`config.mk`:
```
export PLATFORM = sky130hd
export DESIGN_NAME = mma_job_scheduler
export DESIGN_NICKNAME = d
export VERILOG_FILES = /design/src/rtl/mma_job_scheduler.sv
export SDC_FILE = /design/constraint.sdc
export NUM_CORES = 1
export LEC_CHECK = 0
export BUFFER_PORTS_ARGS = -buffer_cell sky130_fd_sc_hd__buf_2
export CAP_MARGIN = 10
export CORE_MARGIN = 4
export CORE_UTILIZATION = 35
export CTS_CLUSTER_DIAMETER = 30
export CTS_CLUSTER_SIZE = 25
export DETAILED_ROUTE_END_ITERATION = 16
export SYNTH_ARGS = -nofsm -noshare
export SYNTH_HDL_FRONTEND = slang
export SYNTH_SLANG_ARGS = --single-unit
```
`constraint.sdc`:
```
create_clock -name clk -period 2.7 [get_ports clk]
set_input_delay 0.81 -clock clk [delete_from_list [all_inputs] [get_ports clk]]
set_output_delay 0.81 -clock clk [all_outputs]
set_load 0.1 [all_outputs]
```
`src/rtl/mma_job_scheduler.sv`:
```
// Job scheduler for a matrix-multiply array: arbitrates two requesters and sequences LOAD/STREAM/DRAIN.
// Define MMA_SCHED_FIXED_PRIO_EN for fixed priority (requester 0 wins); otherwise round-robin.
module mma_job_scheduler #(
  parameter int DRAIN_EXTRA = 4
) (
  input  logic       clk,
  input  logic       reset_n,
  input  logic [1:0] req_valid_i,
  output logic [1:0] req_ready_o,
  input  logic [2:0] req0_n_i,
  input  logic [2:0] req1_n_i,
  input  logic [4:0] req0_t_i,
  input  logic [4:0] req1_t_i,
  input  logic       abort_i,
  input  logic       mm_ov_i,
  input  logic       mm_val_i,
  output logic       mm_start_o,
  output logic [2:0] mm_n_o,
  output logic [4:0] mm_t_o,
  output logic       w_load_o,
  output logic [2:0] w_idx_o,
  output logic       x_en_o,
  output logic [4:0] x_idx_o,
  output logic       busy_o,
  output logic       done_o,
  output logic       done_id_o,
  output logic       done_ov_o,
  output logic       done_err_o
);

  typedef enum logic [2:0] {IDLE, LOAD, STREAM, DRAIN, DONE} state_t;

  state_t     state, state_nxt;
  logic [7:0] cnt, cnt_nxt;
  logic [2:0] n_q;
  logic [4:0] t_q;
  logic       id_q, ov_q, err_q;
  logic [1:0] grant;
  logic       hs, win_id, win_ok, abort_act;
  logic [2:0] win_n;
  logic [4:0] win_t;
  logic [7:0] t_last, drain_last;

`ifdef MMA_SCHED_FIXED_PRIO_EN
  always_comb begin
    grant = 2'b00;
    if (state == IDLE) begin
      if (req_valid_i[0])      grant = 2'b01;
      else if (req_valid_i[1]) grant = 2'b10;
    end
  end
`else
  // prio_q set means requester 1 wins the next contention
  logic prio_q;

  always_comb begin
    grant = 2'b00;
    if (state == IDLE) begin
      if (req_valid_i == 2'b11) grant = prio_q ? 2'b10 : 2'b01;
      else                      grant = req_valid_i;
    end
  end

  always_ff @(posedge clk or negedge reset_n) begin
    if (!reset_n)  prio_q <= 1'b0;
    else if (hs)   prio_q <= ~win_id;
  end
`endif

  assign hs          = |grant;
  assign win_id      = grant[1];
  assign win_n       = win_id ? req1_n_i : req0_n_i;
  assign win_t       = win_id ? req1_t_i : req0_t_i;
  assign win_ok      = (win_n != 3'd0) && (win_n <= 3'd5) && (win_t != 5'd0);
  assign abort_act   = abort_i && (state inside {LOAD, STREAM, DRAIN});
  assign t_last      = 8'(t_q) - 8'd1;
  assign drain_last  = 8'(n_q) + 8'(DRAIN_EXTRA) - 8'd1;
  // ready is forced low while reset is held so every output reads 0
  assign req_ready_o = grant & {2{reset_n}};

  always_ff @(posedge clk or negedge reset_n) begin
    if (!reset_n) begin
      state <= IDLE;
      cnt   <= 8'd0;
    end else begin
      state <= state_nxt;
      cnt   <= cnt_nxt;
    end
  end

  always_comb begin
    state_nxt = state;
    cnt_nxt   = cnt + 8'd1;
    case (state)
      IDLE: begin
        cnt_nxt = 8'd0;
        if (hs) state_nxt = win_ok ? LOAD : DONE;
      end
      LOAD: if (cnt == 8'd4) begin
        state_nxt = STREAM;
        cnt_nxt   = 8'd0;
      end
      STREAM: if (cnt == t_last) begin
        state_nxt = DRAIN;
        cnt_nxt   = 8'd0;
      end
      DRAIN: if (cnt == drain_last) begin
        state_nxt = DONE;
        cnt_nxt   = 8'd0;
      end
      DONE: begin
        state_nxt = IDLE;
        cnt_nxt   = 8'd0;
      end
      default: begin
        state_nxt = IDLE;
        cnt_nxt   = 8'd0;
      end
    endcase
    if (abort_act) begin
      state_nxt = DONE;
      cnt_nxt   = 8'd0;
    end
  end

  always_ff @(posedge clk or negedge reset_n) begin
    if (!reset_n) begin
      n_q   <= 3'd0;
      t_q   <= 5'd0;
      id_q  <= 1'b0;
      ov_q  <= 1'b0;
      err_q <= 1'b0;
    end else if (hs) begin
      n_q   <= win_n;
      t_q   <= win_t;
      id_q  <= win_id;
      ov_q  <= 1'b0;
      err_q <= ~win_ok;
    end else begin
      if (abort_act) err_q <= 1'b1;
      if ((state inside {STREAM, DRAIN}) && mm_ov_i && mm_val_i) ov_q <= 1'b1;
    end
  end

  always_comb begin
    busy_o     = (state != IDLE);
    mm_start_o = (state == LOAD) && (cnt == 8'd0);
    mm_n_o     = busy_o ? n_q : 3'd0;
    mm_t_o     = busy_o ? t_q : 5'd0;
    w_load_o   = (state == LOAD);
    w_idx_o    = w_load_o ? cnt[2:0] : 3'd0;
    x_en_o     = (state == STREAM);
    x_idx_o    = x_en_o ? cnt[4:0] : 5'd0;
    done_o     = (state == DONE);
    done_id_o  = done_o & id_q;
    done_ov_o  = done_o & ov_q;
    done_err_o = done_o & err_q;
  end

endmodule

```
==> flow_summary_export.csv, run 1 <==
group,metric,value,unit
route,first_pass_iters,4,
yosys,synthTopCellsByArea,"dfrtp_1 (36%), nor2_1 (5.6%), mux2i_1 (5.0%), xnor2_1 (4.9%), o21ai_0 (4.4%)",
grt,grt_use_met3,2.507,%
clock_tree,clockBufferDepth,2,
yosys,avgSynthCellArea,8.449,sq um
final_layout,area_growth,35.39,%
grt,grt_pass1_vias,1458,
die,die_area,5734,sq um
yosys,netlist_instances,190,
route,viasPerCell,4.983,
grt,grt_max_degree,24,
clock_tree,hold_buffers,0,
placed_design,io_buffers,48,
grt,gr-usage-met2,24.35,%
job,maxCapViolations,0,
clock_tree,ctsRootBufferMaster,"clkbuf_8",
final_layout,nNetsFinal,276,
timing,fin_crit,2.638,ns
timing,tightest_slew,0.4951,ns
worst_setup_path,crit_path_end_kind,"primary output",
final_layout,final-seq-area,575.6,sq um
yosys,synth_nets,217,
yosys,synth_top_area_cell,"dfrtp_1",
timing,rsz0062_at_grt,"true",
placed_design,place_congestion,0.7265,
grt,antenna_found_initial,0,
grt,grt_overflow,0,
yosys,ys_seq_elements,23,
yosys,synth.top_cell.area_share,35.85,%
clock_tree,numCtsBuffers,3,
timing,drv_slew,0,
die,start_util,36.62,%
timing,timing.fmax,379.0,MHz
timing,timing.slew.headroom,66.99,%
clock_tree,cts_tree,"done",
outcome,status,"finished clean",
grt,grt_pass1_wl,6.630,mm
die,io_pins,49,
route,ant_nets,0,
timing,worst_clock_skew,0.004696,ns
worst_setup_path,worstPathArrival,1.83,ns
worst_setup_path,critPathRequiredTime,1.89,ns
final_layout,multi_input_area,1025,sq um
placed_design,place.detailed.hpwl,3.078,mm
die,core.rowCount,24,
clock_tree,clkTransAtPathRegs,0.08,ns
yosys,netlist_area,1605,sq um
timing,whs,0.4774,ns
final_layout,final_common_cell,"buf_2",
clock_tree,insertion_delay,0.27,ns
route,drt_iter0_drc,102,
final_layout,diodes,0,
route,via_count,1495,
route,finalWirelength,3.915,mm
clock_tree,clock_sinks,23,
grt,grt_busiest_layer,"met2",
worst_setup_path,path_max_fanout,3,
worst_setup_path,critical_path_class,"reg -> out",
die,die_w,75.73,um
die,die_h,75.73,um
timing,setup_viol,0,
timing,finalHoldViolCount,0,
die,coreArea,4384,sq um
grt,use_met1,20.45,%
clock_tree,htree_levels,1,
yosys,seq_area_frac_synth,35.85,%
route,wl_per_cell,13.05,um
timing,fin_crit_sh,97.72,%
min_path,hold_class,"reg -> reg",
grt,grt_usage,15.10,%
worst_setup_path,r2r_slack,0.33,ns
final_layout,final_cell_mix,"buf_2 (42), dfrtp_1 (23), nor2_1 (16), buf_4 (15), o21ai_0 (14)",
yosys,synth_warnings,0,
final_layout,fill_cells,437,
final_layout,drive_above_1_share,37.90,%
route,drc,0,
yosys,synth_cell_types,41,
worst_setup_path,startpoint_type,"flop",
-- state kept, by name, indices dropped and copies added (netlist names) --
register,count
prio_q,1
err_q,1
t_q,5
id_q,1
state,3
cnt,8
n_q,3
ov_q,1
-- synth_stat cells, drive strengths merged --
cell type	n
nand3b	2
or4	2
nor2b	6
nand2	10
a211oi	1
nor4	1
o211ai	1
or3b	1
buf	3
nand3	7
or3	2
and3	8
a2111oi	1
o21a	1
xnor2	9
inv	12
ha	4
mux2i	8
o21ai	15
o2111ai	1
nor3b	2
o31a	1
dfrtp	23
o211a	1
clkbuf	6
nor3	10
nor2	24
a41o	1
a311oi	1
nand2b	5
a31o	1
xor2	6
a22o	1
o311ai	1
a21oi	8
and2	4
-- through the flow --
step                       TNS, ns  cells  util (%)  worst slack (ns)  instance area (sq um)
after floorplan            -0.7803    190         -           -0.5662                   1682
after global placement           0    291     47.40            0.1302                   2078
after detailed placement         0    291     47.40           0.09222                   2078
after CTS                        0    298     49.12           0.04235                   2153
after global routing      -0.04106    300     49.57          -0.02525                   2173
final                            0    300     49.57           0.06166                   2173
-- critical path, cell delays in order (launching register included) --
cell and delay [ns]:
dfrtp_1 0.39, nor3_2 0.22, nand2b_1 0.11, or3b_4 0.39, nor3b_4 0.24, buf_12 0.20
-- area by class of cell --
class / instances / area share [%]
Clock buffer: 4 / 2.073
Timing Repair Buffer: 63 / 19.23
Inverter: 12 / 2.073
Tap cell: 52 / 2.994
Multi-Input combinational cell: 146 / 47.15
Sequential cell: 23 / 26.48
-- path summary, 6_finish.rpt --
path | start | to | cells past startpoint
max in group asynchronous | reset_n | cnt[7] | 2
worst max-delay path | cnt[6] | mm_start_o | 5
worst max register to register | state[1] | state[2] | 7
min in group asynchronous | reset_n | t_q[2] | 2
worst min-delay path | id_q | id_q | 2
worst min register to register | id_q | id_q | 2
-- routing by layer --
metal	share of wire, %	vias to the layer above
met2	44	48
met5	0	-
li1	-	775
met4	1.2	0
met3	6.4	4
met1	48	668
-- logic make-up (layout without fill, tap and decap cells) --
kind of cell             count (synthesis)  count (layout)  synth area share (%)
flip-flops                              23              23                 35.85
multiplexers                             8               8                 4.989
adder cells (fa/ha/maj)                  4               4                 3.118
buffers and inverters                   21              79                 5.144
XOR/XNOR                                15              15                 8.184
AO/OA/AOI/OAI                           35              35                 14.34
AND/OR/NAND/NOR                         84              84                 28.37
-- what timing repair did --
item / CTS / global route
gates resized for setup: 2 / 2
setup endpoints to repair: 1 / 4
setup buffers: 3 / 2
pin swaps: 2 / 3
Power of run 1 is not shown: default switching activity piles up to over one toggle a cycle in this logic, so the estimate is an artifact.
==> run 2: changes to the inputs <==
- SETUP_SLACK_MARGIN: unset -> 0.5
==> run 2 against run 1 <==
  * Cell count is 11% higher
  * Fmax is 1.1% higher
  * Critical endpoint unchanged
  * Critical path depth stayed put
  * Design area is 39% higher
  * Count of clock-buffer cells in the layout stayed put
  * Clock skew is 0.0016 ns higher
  * Worst hold slack better by 0.016 ns
  * Global-route usage is 2.3 points higher
  * Core utilization is 19 points higher
  * Wire length is 21% higher
  * Via count is 14% higher
==> flow_summary_export.csv, run 2 (synthesis gave the netlist of run 1 again) <==
group,metric,value,unit
worst_setup_path,slowest_delay,0.40,ns
worst_setup_path,startpoint_type,"flop",
clock_tree,cts_tree,"done",
worst_setup_path,cpMaxStageDelayCell,"or3b_4",
timing,fin_crit_sh,96.70,%
outcome,status,"finished clean",
pwr,power_density,1390,nW/um^2
grt,grt_max_degree,24,
timing,worst_clock_skew,0.006298,ns
pwr,p_comb_share,80.2,%
placed_design,place_congestion,0.7384,
worst_setup_path,worstPathArrival,1.80,ns
timing,fin_crit,2.611,ns
route,wl_met1,2.102,mm
die,io_pins,49,
final_layout,largest_reg_flops,8,
placed_design,dp_slack,0.1327,ns
clock_tree,clock_sinks,23,
timing,finalHoldViolCount,0,
timing,setup_viol,0,
pwr,power.switching,2.127,mW
final_layout,nNetsFinal,308,
final_layout,drive_above_1_share,51.79,%
die,core.rowCount,24,
final_layout,diodes,0,
worst_setup_path,critPathRequiredTime,1.89,ns
placed_design,dpl_cell_area,2210,sq um
clock_tree,htree_levels,1,
route,wl_met2,2.357,mm
final_layout,final_core_util,68.89,%
die,die_w,75.73,um
min_path,worstHoldStart,"id_q",
timing,timing.fmax,383.0,MHz
timing,drv_slew,0,
job,maxCapViolations,0,
worst_setup_path,crit_path_end_kind,"primary output",
clock_tree,numCtsBuffers,3,
grt,grt_pass1_vias,1674,
pwr,switching_share,50.66,%
route,finalWirelength,4.745,mm
timing,rsz0062_at_grt,"true",
final_layout,final_area,3020,sq um
route,ant_nets,0,
clock_tree,clkTransAtPathRegs,0.09,ns
route,viasPerCell,5.111,
route,via_count,1697,
grt,antenna_found_initial,0,
clock_tree,ctsRootBufferMaster,"clkbuf_8",
route,wl_met3,244,um
placed_design,io_buffers,48,
die,start_util,36.62,%
pwr,p_seq_share,14.4,%
pwr,pwr-share-clk,5.5,%
worst_setup_path,r2r_start,"state[2]",
timing,layout_setup_ws,0.08913,ns
worst_setup_path,critical_path_class,"reg -> out",
worst_setup_path,path_max_fanout,2,
die,coreArea,4384,sq um
final_layout,area_growth,88.15,%
timing,tns,0,ns
grt,grt_overflow,0,
timing,tightest_slew,0.4453,ns
placed_design,dp.cells,291,
die,die_area,5734,sq um
final_layout,reg_top3,"cnt: 8 flops, t_q: 5 flops",
route,top_layer,"met4",
grt,grt_pass1_wl,7.741,mm
route,first_pass_iters,4,
pwr,p_int,2.071,mW
route,wl_per_cell,14.29,um
placed_design,place.detailed.hpwl,3.118,mm
timing,whs,0.4930,ns
pwr,totalPowerFinal,4.197,mW
die,die_h,75.73,um
min_path,hold_class,"reg -> reg",
pwr,leakagePower,1.372,nW
route,drt_iter0_drc,72,
clock_tree,clockBufferDepth,2,
route,drc,0,
grt,grt_usage,17.36,%
clock_tree,insertion_delay,0.27,ns
final_layout,final_common_cell,"buf_12",
pwr,ir_worst_vdd,0.9810,mV
worst_setup_path,crit_chain,"inv_1 > ha_1 > or3b_4 > nor3b_4 > buf_12",
worst_setup_path,startpoint,"cnt[0]",
final_layout,final_cell_mix,"buf_12 (32), buf_4 (30), buf_2 (22), dfrtp_1 (20), nor2_1 (14)",
final_layout,final_cells,332,
timing,timing.slew.headroom,69.94,%
final_layout,regMostFlops,"cnt",
[run 2: power groups by stage]
stage	Clock, mW	Sequential [mW]	Combinational (mW)
final	0.229	0.603	3.36
after global routing	0.248	0.629	3.54
after global placement	0	0.637	2.22
after floorplan	0	0.550	1.91
after CTS	0.226	0.602	3.04
after detailed placement	0	0.641	2.23
[run 2: final timing paths]
kind | to | slack [ns] | cells past startpoint
hold / removal | id_q | 0.49 | 2
setup reg to reg | state[2] | 0.51 | 10
hold reg to reg | id_q | 0.49 | 2
min in group asynchronous | ov_q | 0.55 | 2
max in group asynchronous | state[2] | 1.90 | 2
setup / recovery | mm_start_o | 0.09 | 5
[run 2: area by class of cell]
class                   instances  area [sq um]
flip-flops and latches         23         579.3
clock buffers                   4         45.04
repair buffers                 95          1100
inverters                      12         52.55
fillers                       334          1364
multi-input cells             146          1179
well taps                      52         65.06
[run 2: worst max-delay path: cells and delay by family, from the launching register on]
family        cells  cell delay, ns
fa+ha+maj         1            0.20
buf+inv           2            0.33
flops             1            0.38
simple gates      2            0.62
[run 2: metal layers]
metal	up-vias	global-route usage, %
met5	-	0
met4	0	4.854
met3	4	2.770
met1	796	23.34
met2	57	28.86
li1	840	-
[run 2: what timing repair did]
| action | CTS | global route |
|---|---|---|
| setup buffers | 24 | 13 |
| gates resized for setup | 84 | 32 |
| pin swaps | 11 | 13 |
| hold buffers | 0 | 0 |
| setup endpoints to repair | 29 | 36 |
No activity file was read; power rests on OpenSTA's default activity.
==> run 3: changes to the inputs <==
- CORE_ASPECT_RATIO: unset -> 1.5
==> run 3 against run 2 <==
  * Combinational power decreased by 7.7%
  * Sequential share of layout area is 0.13 points higher
  * First-iteration DRC count down 61%
  * Fmax is essentially flat
  * Flip-flop and latch count did not move
  * Core utilization increased by 0.45 points
  * Largest power group unchanged
==> flow_summary_export.csv, run 3 (synthesis gave the netlist of run 1 again) <==
group,metric,value,unit
placed_design,place_congestion,0.7770,
pwr,power.switching,2.058,mW
clock_tree,cts_tree,"done",
worst_setup_path,crit_path_end_kind,"primary output",
clock_tree,ctsRootBufferMaster,"clkbuf_8",
clock_tree,insertion_delay,0.26,ns
die,start_util,37.18,%
final_layout,diodes,0,
worst_setup_path,critical_path_class,"reg -> out",
worst_setup_path,startpoint_type,"flop",
pwr,pwr-share-clk,5.6,%
job,maxCapViolations,0,
grt,gr-usage-met2,32.25,%
die,core.rowCount,29,
final_layout,final_common_cell,"buf_4",
pwr,leakagePower,1.391,nW
pwr,power_density,1305,nW/um^2
final_layout,final_cell_mix,"buf_4 (33), buf_12 (23), buf_2 (22), dfrtp_1 (21), buf_6 (20)",
pwr,p_seq_share,15.0,%
timing,drv_slew,0,
grt,grt_usage,16.74,%
timing,fin_crit,2.612,ns
route,drt_iter0_drc,28,
grt,grt_pass1_vias,1700,
worst_setup_path,worstPathArrival,1.80,ns
route,viasPerCell,5.120,
final_layout,area_growth,86.52,%
grt,grt_overflow,0,
grt,antenna_found_initial,0,
clock_tree,numCtsBuffers,3,
pwr,ir_worst_vdd,0.9643,mV
grt,grt_use_met3,1.975,%
timing,tns,0,ns
pwr,totalPowerFinal,3.907,mW
route,drc,0,
worst_setup_path,cpMaxStageDelayCell,"dfrtp_1",
placed_design,place.detailed.hpwl,3.231,mm
final_layout,drive_above_1_share,52.45,%
die,die_h,90.95,um
grt,grt_max_degree,24,
die,die_area,5756,sq um
worst_setup_path,crit_chain,"nor3_4 > nand2b_1 > or3b_4 > nor3b_4 > buf_12",
final_layout,regMostFlops,"cnt",
timing,rsz0062_at_grt,"true",
timing,finalHoldViolCount,0,
timing,layout_setup_ws,0.08831,ns
pwr,switching_share,52.67,%
timing,whs,0.4773,ns
min_path,hold_class,"reg -> reg",
die,die_w,63.30,um
worst_setup_path,path_max_fanout,2,
route,finalWirelength,4.785,mm
clock_tree,hold_buffers,0,
timing,setup_viol,0,
pwr,p_comb_share,79.4,%
die,coreArea,4318,sq um
route,first_pass_iters,4,
worst_setup_path,crit_family,"simple AND/OR/NAND/NOR gates",
outcome,status,"finished clean",
clock_tree,clock_sinks,23,
placed_design,dp_slack,0.1336,ns
clock_tree,htree_levels,1,
timing,fin_crit_sh,96.73,%
timing,timing.slew.headroom,67.11,%
pwr,p_int,1.850,mW
die,io_pins,49,
clock_tree,clkTransAtPathRegs,0.08,ns
worst_setup_path,critPathRequiredTime,1.89,ns
grt,use_met1,18.70,%
final_layout,nNetsFinal,314,
timing,tightest_slew,0.4933,ns
grt,grt_pass1_wl,7.824,mm
clock_tree,clockBufferDepth,2,
worst_setup_path,path_buf_inv,1,
final_layout,largest_reg_flops,8,
route,via_count,1700,
placed_design,io_buffers,48,
final_layout,reg_top3,"cnt: 8 flops, t_q: 5 flops",
worst_setup_path,slowest_delay,0.41,ns
timing,timing.fmax,382.9,MHz
grt,grt_busiest_layer,"met2",
timing,worst_clock_skew,0.002310,ns
route,wl_per_cell,14.41,um
route,ant_nets,0,
## run 3: routing by layer
metal	vias up	part of all wire, %
met4	0	1.6
met5	-	0
met3	8	4.3
li1	846	-
met2	48	57
met1	798	38
## run 3: area by class of cell
class	count	area, sq um
flip-flops and latches	23	578.1
clock buffers	4	45.04
inverters	12	52.55
fillers	332	1324
multi-input cells	146	1172
well taps	46	57.56
repair buffers	101	1089
## run 3: worst paths after layout
check / depth (start not counted) / slack, ns / endpoint / startpoint
max reg2reg: 17 / 0.14 / state[2] / cnt[7]
min: 2 / 0.48 / id_q / id_q
max: 5 / 0.09 / mm_start_o / cnt[7]
max in group asynchronous: 2 / 1.92 / state[2] / reset_n
min in group asynchronous: 2 / 0.53 / prio_q / reset_n
min reg2reg: 2 / 0.48 / id_q / id_q
## run 3: power by group through the flow
stage	Clock, mW	Combinational [mW]	Sequential (mW)
after detailed placement	0	2.29	0.610
final	0.218	3.10	0.587
after CTS	0.224	2.86	0.596
after global routing	0.236	3.27	0.607
after global placement	0	2.29	0.608
after floorplan	0	1.91	0.550
## run 3: what timing repair did
action                                 in CTS  in global routing
buffers inserted                           31                  9
endpoints found under the hold margin       0                  0
setup endpoints to repair                  27                 36
pin swaps                                  15                  9
resized for setup                          89                 18
## run 3: worst min-delay path, delay by kind of cell, from the launching register on
kind / cells / cell delay (ns)
DFF: 1 / 0.35
and+or+nand+nor: 2 / 0.10
## run 3: metrics by stage
stage	util, %	instances	instance area, sq um
CTS	66.04	323	2851
finish	69.34	332	2994
floorplan	-	190	1785
global placement	52.22	288	2255
global route	69.34	332	2994
detailed placement	52.22	288	2255
